### config.mk
export PLATFORM = sky130hd
export DESIGN_NAME = modbus_tx_frame_flat
export DESIGN_NICKNAME = d
export VERILOG_FILES = /design/src/rtl/modbus_pkg.sv /design/src/rtl/modbus_tx_frame_if.sv /design/src/rtl/modbus_crc16_byte.sv /design/src/rtl/modbus_tx_frame.sv /design/src/flat_wrapper.sv
export SDC_FILE = /design/constraint.sdc
export NUM_CORES = 1
export LEC_CHECK = 0
export CAP_MARGIN = 25
export CORE_MARGIN = 1
export CORE_UTILIZATION = 25
export CTS_BUF_LIST = sky130_fd_sc_hd__clkbuf_4 sky130_fd_sc_hd__clkbuf_8
export CTS_CLUSTER_DIAMETER = 60
export DETAILED_ROUTE_END_ITERATION = 12
export GPL_TIMING_DRIVEN = 1
export PLACE_DENSITY = 0.48
export SYNTH_ARGS = -nofsm -noshare
export SYNTH_HDL_FRONTEND = slang
export SYNTH_HIERARCHICAL = 1
export SYNTH_SLANG_ARGS = --single-unit
### constraint.sdc
create_clock -name clk_in -period 9.9 [get_ports clk_in]
set_input_delay 0.99 -clock clk_in [delete_from_list [all_inputs] [get_ports clk_in]]
set_output_delay 0.99 -clock clk_in [all_outputs]
set_load 0.1 [all_outputs]
### src/rtl/modbus_pkg.sv
// ============================================================================
// modbus_pkg : shared Modbus RTU constants, state encoding and CRC-16 helper
// Rev 1.0
// ============================================================================
`default_nettype none

package modbus_pkg;

  localparam logic [7:0] FC_READ_HOLDING  = 8'h03;
  localparam logic [7:0] FC_READ_INPUT    = 8'h04;
  localparam logic [7:0] FC_WRITE_SINGLE  = 8'h06;

  localparam logic [7:0] EXC_ILLEGAL_FUNCTION = 8'h01;
  localparam logic [7:0] EXC_ILLEGAL_ADDRESS  = 8'h02;
  localparam logic [7:0] EXC_ILLEGAL_VALUE    = 8'h03;

  localparam logic [15:0] CRC_INIT = 16'hFFFF;
  localparam logic [15:0] CRC_POLY = 16'hA001;

  localparam logic [7:0] EXC_FLAG = 8'h80;

  typedef enum logic [2:0] {
    ST_IDLE   = 3'd0,
    ST_GAP    = 3'd1,
    ST_LOAD   = 3'd2,
    ST_READ   = 3'd3,
    ST_SEND   = 3'd4,
    ST_ACK    = 3'd5,
    ST_WAITTX = 3'd6,
    ST_DONE   = 3'd7
  } tx_state_t;

  typedef enum logic [1:0] {
    FRAME_EXC   = 2'd0,
    FRAME_READ  = 2'd1,
    FRAME_WRITE = 2'd2,
    FRAME_DROP  = 2'd3
  } frame_kind_t;

  // Reflected CRC-16/MODBUS, one byte processed LSB first.
  function automatic logic [15:0] crc16_update(input logic [15:0] crc_in,
                                               input logic [7:0]  data_byte);
    logic [15:0] r;
    r = crc_in ^ {8'h00, data_byte};
    for (int i = 0; i < 8; i++) begin
      r = r[0] ? ((r >> 1) ^ CRC_POLY) : (r >> 1);
    end
    return r;
  endfunction

endpackage

`default_nettype wire

### src/rtl/modbus_tx_frame_if.sv
// ============================================================================
// modbus_tx_frame_if : byte start/busy handshake between framer and UART TX
// Rev 1.0
// ============================================================================
`default_nettype none

interface modbus_tx_frame_if;
  logic [7:0] tx_byte;
  logic       tx_start;
  logic       tx_busy;

  modport master (output tx_byte, output tx_start, input tx_busy);
  modport slave  (input tx_byte, input tx_start, output tx_busy);
endinterface

`default_nettype wire

### src/rtl/modbus_crc16_byte.sv
// ============================================================================
// modbus_crc16_byte : registered CRC-16/MODBUS accumulator, one byte per cycle
// Rev 1.0
// ============================================================================
`default_nettype none

module modbus_crc16_byte
  import modbus_pkg::*;
(
  input  logic        clk_in,
  input  logic        rst_n_in,
  input  logic        clear,
  input  logic        enable,
  input  logic [7:0]  in_byte,
  output logic [15:0] crc
);

  always_ff @(posedge clk_in or negedge rst_n_in) begin
    if (!rst_n_in) begin
      crc <= CRC_INIT;
    end else if (clear) begin
      crc <= CRC_INIT;
    end else if (enable) begin
      crc <= crc16_update(crc, in_byte);
    end
  end

endmodule

`default_nettype wire

### src/rtl/modbus_tx_frame.sv
// ============================================================================
// modbus_tx_frame : Modbus RTU reply framer (exception / read / write echo)
// Optional macro MODBUS_TX_GAP_EN adds a pre-frame silence state.  Rev 1.0
// ============================================================================
`default_nettype none

module modbus_tx_frame
  import modbus_pkg::*;
#(
  parameter int MAX_REGS = 5
`ifdef MODBUS_TX_GAP_EN
  , parameter logic [15:0] GAP_CYCLES = 16'd1000
`endif
) (
  input  logic                     clk_in,
  input  logic                     rst_n_in,
  input  logic [7:0]               dev_addr,
  input  logic                     exception_done,
  input  logic [7:0]               exception,
  input  logic [7:0]               func_code,
  input  logic [15:0]              addr,
  input  logic [15:0]              data,
  output logic [15:0]              reg_rd_addr,
  input  logic [15:0]              reg_rd_data,
  modbus_tx_frame_if.master        uart,
  output logic                     busy,
  output logic                     tx_frame_done
);

  localparam logic [7:0] MAX_N = 8'(MAX_REGS);

  tx_state_t   state, state_d;
  frame_kind_t kind_q, kind_in;

  logic [7:0]  dev_q, func_q, exc_q;
  logic [15:0] addr_q, data_q, reg_word;
  logic [7:0]  tx_byte_q, sel_byte;
  logic [3:0]  idx, frame_len;
  logic [7:0]  n_regs;
  logic        accept, tx_start;
  logic        is_crc_lo, is_crc_hi, reg_hi, reg_lo;
  logic [15:0] crc;

  always_comb begin
    kind_in = FRAME_DROP;
    if (exception != 8'h00)
      kind_in = FRAME_EXC;
    else if (func_code == FC_READ_HOLDING || func_code == FC_READ_INPUT)
      kind_in = FRAME_READ;
    else if (func_code == FC_WRITE_SINGLE)
      kind_in = FRAME_WRITE;
  end

  assign accept = (state == ST_IDLE) && exception_done && (kind_in != FRAME_DROP);

  assign n_regs = (data_q[7:0] > MAX_N) ? MAX_N : data_q[7:0];

  always_comb begin
    frame_len = 4'd5;
    case (kind_q)
      FRAME_READ:  frame_len = 4'(5 + 2 * int'(n_regs));
      FRAME_WRITE: frame_len = 4'd8;
      default:     frame_len = 4'd5;
    endcase
  end

  assign is_crc_lo = (idx == frame_len - 4'd2);
  assign is_crc_hi = (idx == frame_len - 4'd1);
  // Register payload sits between the byte count (idx 2) and the CRC.
  assign reg_hi = (kind_q == FRAME_READ) && (idx >= 4'd3) && !is_crc_lo && !is_crc_hi && idx[0];
  assign reg_lo = (kind_q == FRAME_READ) && (idx >= 4'd4) && !is_crc_lo && !is_crc_hi && !idx[0];

  always_comb begin
    sel_byte = 8'h00;
    if (idx == 4'd0) begin
      sel_byte = dev_q;
    end else if (is_crc_lo) begin
      sel_byte = crc[7:0];
    end else if (is_crc_hi) begin
      sel_byte = crc[15:8];
    end else begin
      case (kind_q)
        FRAME_EXC:   sel_byte = (idx == 4'd1) ? (func_q | EXC_FLAG) : exc_q;
        FRAME_WRITE: begin
          case (idx)
            4'd1:    sel_byte = FC_WRITE_SINGLE;
            4'd2:    sel_byte = addr_q[15:8];
            4'd3:    sel_byte = addr_q[7:0];
            4'd4:    sel_byte = data_q[15:8];
            default: sel_byte = data_q[7:0];
          endcase
        end
        FRAME_READ: begin
          if (idx == 4'd1)      sel_byte = func_q;
          else if (idx == 4'd2) sel_byte = 8'(2 * int'(n_regs));
          else                  sel_byte = reg_lo ? reg_word[7:0] : reg_word[15:8];
        end
        default: sel_byte = 8'h00;
      endcase
    end
  end

`ifdef MODBUS_TX_GAP_EN
  logic [15:0] gap_cnt;

  always_ff @(posedge clk_in or negedge rst_n_in) begin
    if (!rst_n_in)             gap_cnt <= 16'd0;
    else if (state == ST_GAP)  gap_cnt <= gap_cnt + 16'd1;
    else                       gap_cnt <= 16'd0;
  end
`endif

  always_comb begin
    state_d  = state;
    tx_start = 1'b0;
    case (state)
      ST_IDLE: begin
        if (accept) begin
`ifdef MODBUS_TX_GAP_EN
          state_d = ST_GAP;
`else
          state_d = ST_LOAD;
`endif
        end
      end
`ifdef MODBUS_TX_GAP_EN
      ST_GAP:    if (gap_cnt >= GAP_CYCLES - 16'd1) state_d = ST_LOAD;
`endif
      ST_LOAD:   state_d = reg_hi ? ST_READ : ST_SEND;
      ST_READ:   state_d = ST_SEND;
      ST_SEND: begin
        if (!uart.tx_busy) begin
          tx_start = 1'b1;
          state_d  = ST_ACK;
        end
      end
      ST_ACK:    state_d = ST_WAITTX;
      ST_WAITTX: if (!uart.tx_busy) state_d = is_crc_hi ? ST_DONE : ST_LOAD;
      ST_DONE:   state_d = ST_IDLE;
      default:   state_d = ST_IDLE;
    endcase
  end

  always_ff @(posedge clk_in or negedge rst_n_in) begin
    if (!rst_n_in) begin
      state       <= ST_IDLE;
      kind_q      <= FRAME_EXC;
      dev_q       <= 8'h00;
      func_q      <= 8'h00;
      exc_q       <= 8'h00;
      addr_q      <= 16'h0000;
      data_q      <= 16'h0000;
      reg_word    <= 16'h0000;
      tx_byte_q   <= 8'h00;
      idx         <= 4'd0;
      reg_rd_addr <= 16'h0000;
    end else begin
      state <= state_d;
      if (accept) begin
        kind_q      <= kind_in;
        dev_q       <= dev_addr;
        func_q      <= func_code;
        exc_q       <= exception;
        addr_q      <= addr;
        data_q      <= data;
        idx         <= 4'd0;
        reg_rd_addr <= addr;
      end
      if (state == ST_LOAD) tx_byte_q <= sel_byte;
      if (state == ST_READ) begin
        reg_word  <= reg_rd_data;
        tx_byte_q <= reg_rd_data[15:8];
      end
      if (state == ST_WAITTX && !uart.tx_busy && !is_crc_hi) begin
        idx <= idx + 4'd1;
        if (reg_lo) reg_rd_addr <= reg_rd_addr + 16'd1;
      end
    end
  end

  // CRC bytes themselves must not be folded back into the running CRC.
  modbus_crc16_byte u_crc (
    .clk_in   (clk_in),
    .rst_n_in (rst_n_in),
    .clear    (accept),
    .enable   (tx_start && !is_crc_lo && !is_crc_hi),
    .in_byte  (tx_byte_q),
    .crc      (crc)
  );

  assign uart.tx_byte  = tx_byte_q;
  assign uart.tx_start = tx_start;
  assign busy          = (state != ST_IDLE) && (state != ST_DONE);
  assign tx_frame_done = (state == ST_DONE);

endmodule

`default_nettype wire

### src/flat_wrapper.sv
// flat-port wrapper written by rule: the top's interface ports become plain ports
module modbus_tx_frame_flat import modbus_pkg::*;
#(
  parameter int MAX_REGS = 5

)
  (clk_in, rst_n_in, dev_addr, exception_done, exception, func_code, addr, data, reg_rd_addr, reg_rd_data, busy, tx_frame_done, uart_tx_byte, uart_tx_start, uart_tx_busy);
  modbus_tx_frame_if uart_i ();
  input  logic clk_in;
  input  logic rst_n_in;
  input  logic [7:0] dev_addr;
  input  logic exception_done;
  input  logic [7:0] exception;
  input  logic [7:0] func_code;
  input  logic [15:0] addr;
  input  logic [15:0] data;
  output logic [15:0] reg_rd_addr;
  input  logic [15:0] reg_rd_data;
  output logic busy;
  output logic tx_frame_done;
  output wire logic [$bits(uart_i.tx_byte)-1:0] uart_tx_byte;
  output wire logic [$bits(uart_i.tx_start)-1:0] uart_tx_start;
  input wire logic [$bits(uart_i.tx_busy)-1:0] uart_tx_busy;
  assign uart_tx_byte = uart_i.tx_byte;
  assign uart_tx_start = uart_i.tx_start;
  assign uart_i.tx_busy = uart_tx_busy;
  modbus_tx_frame #(.MAX_REGS(MAX_REGS)) u_core (.clk_in(clk_in), .rst_n_in(rst_n_in), .dev_addr(dev_addr), .exception_done(exception_done), .exception(exception), .func_code(func_code), .addr(addr), .data(data), .reg_rd_addr(reg_rd_addr), .reg_rd_data(reg_rd_data), .uart(uart_i), .busy(busy), .tx_frame_done(tx_frame_done));
endmodule
==> results of run 1 <==
[report_power, final]
part	internal [µW]	switching (µW)
Clock	211	233
Sequential	747	240
Combinational	605	1070
Total	1560	1540
[sequential cells by signal (all words and copies together), names as in the netlist, 8 cells and up]
register / count
u_core/dev_q: 8
u_core/exc_q: 8
u_core/func_q: 8
u_core/uart.tx_byte: 8
u_core/reg_word: 16
u_core/reg_rd_addr: 16
u_core/addr_q: 16
u_core/u_crc/crc: 16
u_core/data_q: 16
[layout make-up]
| type | instances | share of cell area (%) |
|---|---|---|
| multi-input cells | 589 | 41.0 |
| flip-flops and latches | 121 | 35.9 |
| repair buffers | 112 | 12.8 |
| well taps | 341 | 5.02 |
| clock buffers | 18 | 2.91 |
| clock inverters | 14 | 1.62 |
| inverters | 17 | 0.751 |
[cells in the final DEF (no fill, tap or decap), types with 7 or more instances in the layout]
cell and instances:
nand2_1 226, dfrtp_1 105, clkdlybuf4s50_1 101, nor2_1 46
a21oi_1 41, o21ai_0 25, clkbuf_8 18, mux2_2 18
nor3_1 17, xnor2_1 17, inv_1 16, dfstp_2 16
nand3_1 13, a211oi_1 12, buf_4 10, ha_1 10
and3_1 8, xor2_1 8, mux2i_1 8, a222oi_1 7
a211o_1 7, a221o_1 7, or2_2 7
[critical path, stage by stage]
cell and delay (ns):
clkdlybuf4s50_1 0.47, or4_1 0.48, nor2_1 0.20, a21oi_1 0.10, or3b_1 0.36, or3_2 0.76
inv_2 0.49, buf_4 0.59, a211oi_1 0.11, a311oi_2 0.30
[cell families after synthesis]
group                      after synthesis  share of synthesized area, %
AOI/OAI and AO/OA                      163                          17.5
and+or+nand+nor                        360                          23.2
buffers and inverters                   67                          4.13
adders and majority gates               10                          1.84
DFF                                    121                          44.7
xor gates and xnor gates                29                          4.28
muxes                                   27                          4.35
[worst max-delay path by stage]
| stage | depth (start not counted) | start | slack [ns] | to |
|---|---|---|---|---|
| finish | 10 | func_code[6] | 5.37 | u_core/reg_rd_addr[13] |
| global route | 10 | func_code[4] | 5.07 | u_core/reg_rd_addr[14] |
| CTS | 10 | func_code[6] | 5.35 | u_core/reg_rd_addr[13] |
| detailed placement | 10 | func_code[6] | 4.87 | u_core/reg_rd_addr[13] |
| global placement | 10 | func_code[6] | 4.92 | u_core/reg_rd_addr[13] |
| floorplan | 7 | uart_tx_busy | 5.40 | u_core/u_crc/crc[6] |
[routing by layer]
metal  share of wire [%]  wire length (µm)  GRT usage, %
met1                  49             10400          22.5
met5                   0                 0             0
met2                  46              9640          23.6
met3                 4.0               844          2.79
met4                 1.2               249          4.15
[per-stage QoR]
step / instances / area [µm²] / hold WS [ns]
finish: 1212 / 8500 / 0.485
CTS: 1212 / 8500 / 0.486
floorplan: 777 / 6810 / 0.438
detailed placement: 1180 / 8120 / 0.467
global route: 1212 / 8500 / 0.510
global placement: 1179 / 8110 / 0.460
==> flow_metrics.py, run 1 <==
metrics = {
    "status": {
        "status": "finished, violations left",
        "violations": "design-rule violations",
    },
    "synth": {
        "synth_area_leader_cell": "dfrtp_1",
        "synth_cell_types": 76,
        "syn_area_mm2": 0.00681,
        "ys_seq_area_share_pct": 44.7,
        "synth_top_cell_area_share_pct": 38.6,
        "ys.warnings.count": 6,
        "synth.cells.most_frequent": "nand2_1, dfrtp_1, nor2_1, a21oi_1, clkbuf_1",
        "syn_inst": 777,
        "synth_nets": 863,
        "async_flop_share_pct": 100,
        "avgSynthCellArea_um2": 8.77,
        "synth_most_common_cell": "nand2_1",
        "synth-edff-count": 0,
        "synth-seq-cells": 121,
        "yosys-top-cells-area": "dfrtp_1, nand2_1, dfstp_2",
        "ys.flop_type": "dfrtp_1",
    },
    "routing": {
        "drt_iter0_markers": 342,
        "wl_per_cell_um": 17.5,
        "vias_per_cell": 4.86,
        "wl_um": 21200,
        "final_antenna_net_count": 0,
        "drt-pass1-iter-count": 9,
        "drc_errors": 1,
        "dr_total_vias": 5894,
    },
    "die": {
        "die_h_um": 167,
        "fp.dieW_um": 167,
        "die_area_mm2": 0.0279,
        "io_pins": 103,
        "floorplan.rows": 60,
        "core_mm2": 0.0269,
        "initial_core_util_pct": 25.4,
    },
    "clock_tree": {
        "holdBufCountCts": 0,
        "cts.sinks": 121,
        "clk_latency_ns": 0.46,
        "cts_root_buf": "clkbuf_8",
        "post-cts-setup-buffer-count": 0,
        "numCtsBuffers": 17,
        "clk_pin_slew_ns": 0.09,
        "cts_tree": "done",
        "cts_resized": 0,
        "cts_max_level": 4,
        "clk_path_buf_depth": 2,
    },
    "setup_path": {
        "rr_worst_depth": 13,
        "r2r_start": "u_core/kind_q[0]",
        "cp_data_required_time_ns": 10.27,
        "regToRegEndpoint": "u_core/u_crc/crc[14]",
        "critPathArrivalTime_ns": 4.90,
        "worstSetupPathType": "primary input to register",
        "regToRegSetupSlack_ns": 5.78,
        "worstPathMaxFanout": 59,
        "cp-start-kind": "primary input",
        "end_kind": "register",
    },
    "global_routing": {
        "grt_max_degree": 69,
        "grt_usage_pct": 15.5,
        "grt_pass1_wl_um": 33300,
        "grt_pass1_vias": 5643,
        "grt-ovfl-total": 0,
        "antenna_found_initial": 0,
    },
    "timing": {
        "worst_slack_ns": 5.37,
        "min_period_ns": 4.53,
        "hold_violations": 0,
        "tightest_slew_ns": 1.09,
        "final_max_slew_viol_count": 0,
        "fin_skew_ns": 0.0207,
        "final.setup.tns_ns": 0,
        "timing.final.crit_share_pct": 45.8,
        "clock.fmax_ghz": 0.221,
        "max-slew-margin-rel_pct": 27.4,
        "rsz0062_at_grt": "false",
        "finalSetupViolations": 0,
    },
    "worst_hold_path": {
        "hold_depth": 2,
        "min-delay-start": "u_core/reg_word[9]",
        "hold_path_class": "register to register",
        "min_to": "u_core/reg_word[9]",
    },
    "layout": {
        "fillers": 2874,
        "n_antenna_cell": 0,
        "register_area_mm2": 0.00305,
        "multiInputGateArea_mm2": 0.00349,
        "nNetsFinal": 944,
        "utilization_pct": 31.6,
        "area_delta_synth_final_pct": 24.8,
        "drive_above_1_share_pct": 11.7,
    },
    "placed_design": {
        "gp_congestion": 0.810,
        "dp_hpwl_um": 15500,
        "place_ws_ns": 4.87,
        "port_buffers": 102,
    },
    "power": {
        "p_per_area_mw_per_mm2": 365,
        "max-vdd-ir-drop_uv": 193,
        "p_leak_uw": 0.00365,
        "p_total_uw": 3110,
    },
    "job": {
        "maxCapViolCount": 0,
    },
}
No activity file was read; power rests on OpenSTA's default activity.
==> run 2: changes to the inputs <==
--- a/config.mk
+++ b/config.mk
@@ -12,7 +12,7 @@
 export CTS_CLUSTER_DIAMETER = 60
 export DETAILED_ROUTE_END_ITERATION = 12
 export GPL_TIMING_DRIVEN = 1
-export PLACE_DENSITY = 0.48
+export PLACE_DENSITY = 0.5
 export SYNTH_ARGS = -nofsm -noshare
 export SYNTH_HDL_FRONTEND = slang
 export SYNTH_HIERARCHICAL = 1
==> constraint.sdc (replaced) <==
create_clock -name clk_in -period 3.75 [get_ports clk_in]
set_input_delay 0.375 -clock clk_in [delete_from_list [all_inputs] [get_ports clk_in]]
set_output_delay 0.375 -clock clk_in [all_outputs]
set_load 0.1 [all_outputs]
==> run 2 against run 1 <==
  * The run now ends clean
  * Hold slack got worse by 0.48 ns
  * Register-to-register slack got worse by 5.4 ns
  * Non-clock buffer count rose by 23
  * Utilization rose by 0.93 points
  * Power rose to 2.7 times the previous value
  * Via count rose by 3.2%
  * Die area did not move
  * Count of clock-buffer cells in the layout fell by 1
  * Cell count rose by 1.9%
  * Clock skew fell by 0.0069 ns
  * Design area rose by 2.9%
  * Critical endpoint unchanged
  * Largest cell class unchanged
  * Largest power group unchanged
==> flow_metrics.py, run 2 (synthesized netlist as in run 1, its figures left out) <==
metrics = {
    "routing": {
        "dr_total_vias": 6084,
        "final_antenna_net_count": 0,
        "wl_per_cell_um": 17.4,
        "drc_errors": 0,
        "vias_per_cell": 4.93,
        "drt_iter0_markers": 430,
        "wl_um": 21500,
        "drt-pass1-iter-count": 7,
    },
    "clock_tree": {
        "clk_pin_slew_ns": 0.09,
        "cts_tree": "done",
        "post-cts-setup-buffer-count": 0,
        "cts.sinks": 121,
        "cts_resized": 0,
        "cts_root_buf": "clkbuf_8",
        "clk_path_buf_depth": 2,
        "holdBufCountCts": 0,
        "clk_latency_ns": 0.46,
        "cts_max_level": 4,
        "numCtsBuffers": 17,
    },
    "timing": {
        "final.setup.tns_ns": 0,
        "fin_skew_ns": 0.0138,
        "finalSetupViolations": 0,
        "hold_violations": 0,
        "min_period_ns": 3.40,
        "worst_slack_ns": 0.350,
        "hold_slack_ns": 0.000292,
        "rsz0062_at_grt": "false",
        "max-slew-margin-rel_pct": 34.6,
        "tightest_slew_ns": 0.978,
        "final_max_slew_viol_count": 0,
        "clock.fmax_ghz": 0.294,
        "timing.final.crit_share_pct": 90.7,
    },
    "die": {
        "io_pins": 103,
        "floorplan.rows": 60,
        "initial_core_util_pct": 25.4,
        "die_area_mm2": 0.0279,
        "core_mm2": 0.0269,
        "die_h_um": 167,
        "fp.dieW_um": 167,
    },
    "layout": {
        "register_area_mm2": 0.00305,
        "layout_common_cells": "nand2_1, dfrtp_1, clkdlybuf4s50_1",
        "multiInputGateArea_mm2": 0.00349,
        "n_antenna_cell": 0,
        "area_delta_synth_final_pct": 28.4,
        "final_common_cell": "nand2_1",
        "nNetsFinal": 967,
        "fillers": 2858,
        "fin_cells": 1235,
        "drive_above_1_share_pct": 14.4,
    },
    "placed_design": {
        "dp_hpwl_um": 16200,
        "place_ws_ns": 0.277,
        "gp_congestion": 0.822,
        "port_buffers": 102,
        "dp_cells": 1203,
    },
    "setup_path": {
        "cp-start-kind": "register",
        "r2r_start": "u_core/kind_q[1]",
        "critPathArrivalTime_ns": 3.76,
        "critPathLaunch": "u_core/kind_q[1]",
        "worstPathMaxFanout": 7,
        "cp_data_required_time_ns": 4.11,
        "end_kind": "register",
        "regToRegEndpoint": "u_core/reg_rd_addr[13]",
        "rr_worst_depth": 13,
        "worstSetupPathType": "register to register",
        "regToRegSetupSlack_ns": 0.35,
    },
    "global_routing": {
        "grt_pass1_vias": 5976,
        "grt-ovfl-total": 0,
        "grt_use_met3_pct": 3.57,
        "grt_usage_pct": 15.9,
        "antenna_found_initial": 0,
        "grt_busiest_layer": "met2",
        "use_met2_pct": 24.6,
        "grt_use_met1_pct": 22.6,
        "grt_pass1_wl_um": 34600,
        "grt_max_degree": 63,
    },
    "worst_hold_path": {
        "hold_path_class": "primary input to async pin",
    },
    "power": {
        "max-vdd-ir-drop_uv": 604,
        "p_total_uw": 8470,
        "p_leak_uw": 0.00380,
        "p_per_area_mw_per_mm2": 968,
    },
    "job": {
        "maxCapViolCount": 0,
    },
    "status": {
        "status": "complete, no violations",
    },
}
==> run 2: cell types whose count changed in the layout (fill, tap and decap cells not counted) <==
| cell | before | now |
|---|---|---|
| clkdlybuf4s50_1 | 101 | 98 |
| nor3_1 | 17 | 16 |
| buf_4 | 10 | 35 |
| clkinv_2 | 2 | 0 |
| buf_12 | 0 | 2 |
| clkinv_4 | 4 | 2 |
| nor3_2 | 0 | 1 |
| inv_8 | 1 | 4 |
| clkbuf_8 | 18 | 17 |
| bufinv_16 | 1 | 3 |
| buf_2 | 1 | 0 |
==> run 2: how the worst max path moves through the flow <==
stage,end,depth (start not counted)
final,u_core/reg_rd_addr[13],13
after CTS,u_core/reg_rd_addr[13],13
after global placement,u_core/u_crc/crc[14],10
after detailed placement,u_core/u_crc/crc[14],10
after floorplan,u_core/u_crc/crc[6],8
after global routing,u_core/reg_rd_addr[13],13
==> run 2: worst max-delay path, stage by stage (launching register included) <==
cell and delay, ns:
dfrtp_1 0.39, inv_1 0.09, ha_1 0.35, nand2_1 0.09
a21oi_1 0.22, inv_1 0.08, ha_1 0.19, xnor2_1 0.15
xnor2_2 0.27, o31ai_4 0.13, a2111oi_4 0.62, and2_1 0.35
a211oi_1 0.12, a311oi_2 0.26
==> run 2: layer usage <==
metal / wire [µm] / vias to the layer above
li1: - / 2916
met3: 1120 / 18
met1: 10300 / 3003
met5: 0 / -
met2: 9890 / 147
met4: 224 / 0
==> run 2: power by group <==
group	switching, µW	leakage [µW]	total [µW]	internal [µW]
registers	635	0.00145	2610	1970
clock network	638	0.000220	1330	687
logic	2850	0.00213	4540	1690
==> run 2: metrics by stage <==
step	util, %	area, µm²
final	32.6	8750
after global routing	32.6	8750
after CTS	32.6	8750
after detailed placement	30.9	8310
after global placement	30.9	8310
after floorplan	-	6820
==> run 2: area by class of cell <==
cell class | count | area share, %
sequential | 121 | 34.8
tap | 341 | 4.88
timing repair buffer | 135 | 14.7
clock inverter | 15 | 2.33
inverter | 17 | 0.729
multi-input combinational | 589 | 39.9
clock buffer | 17 | 2.67
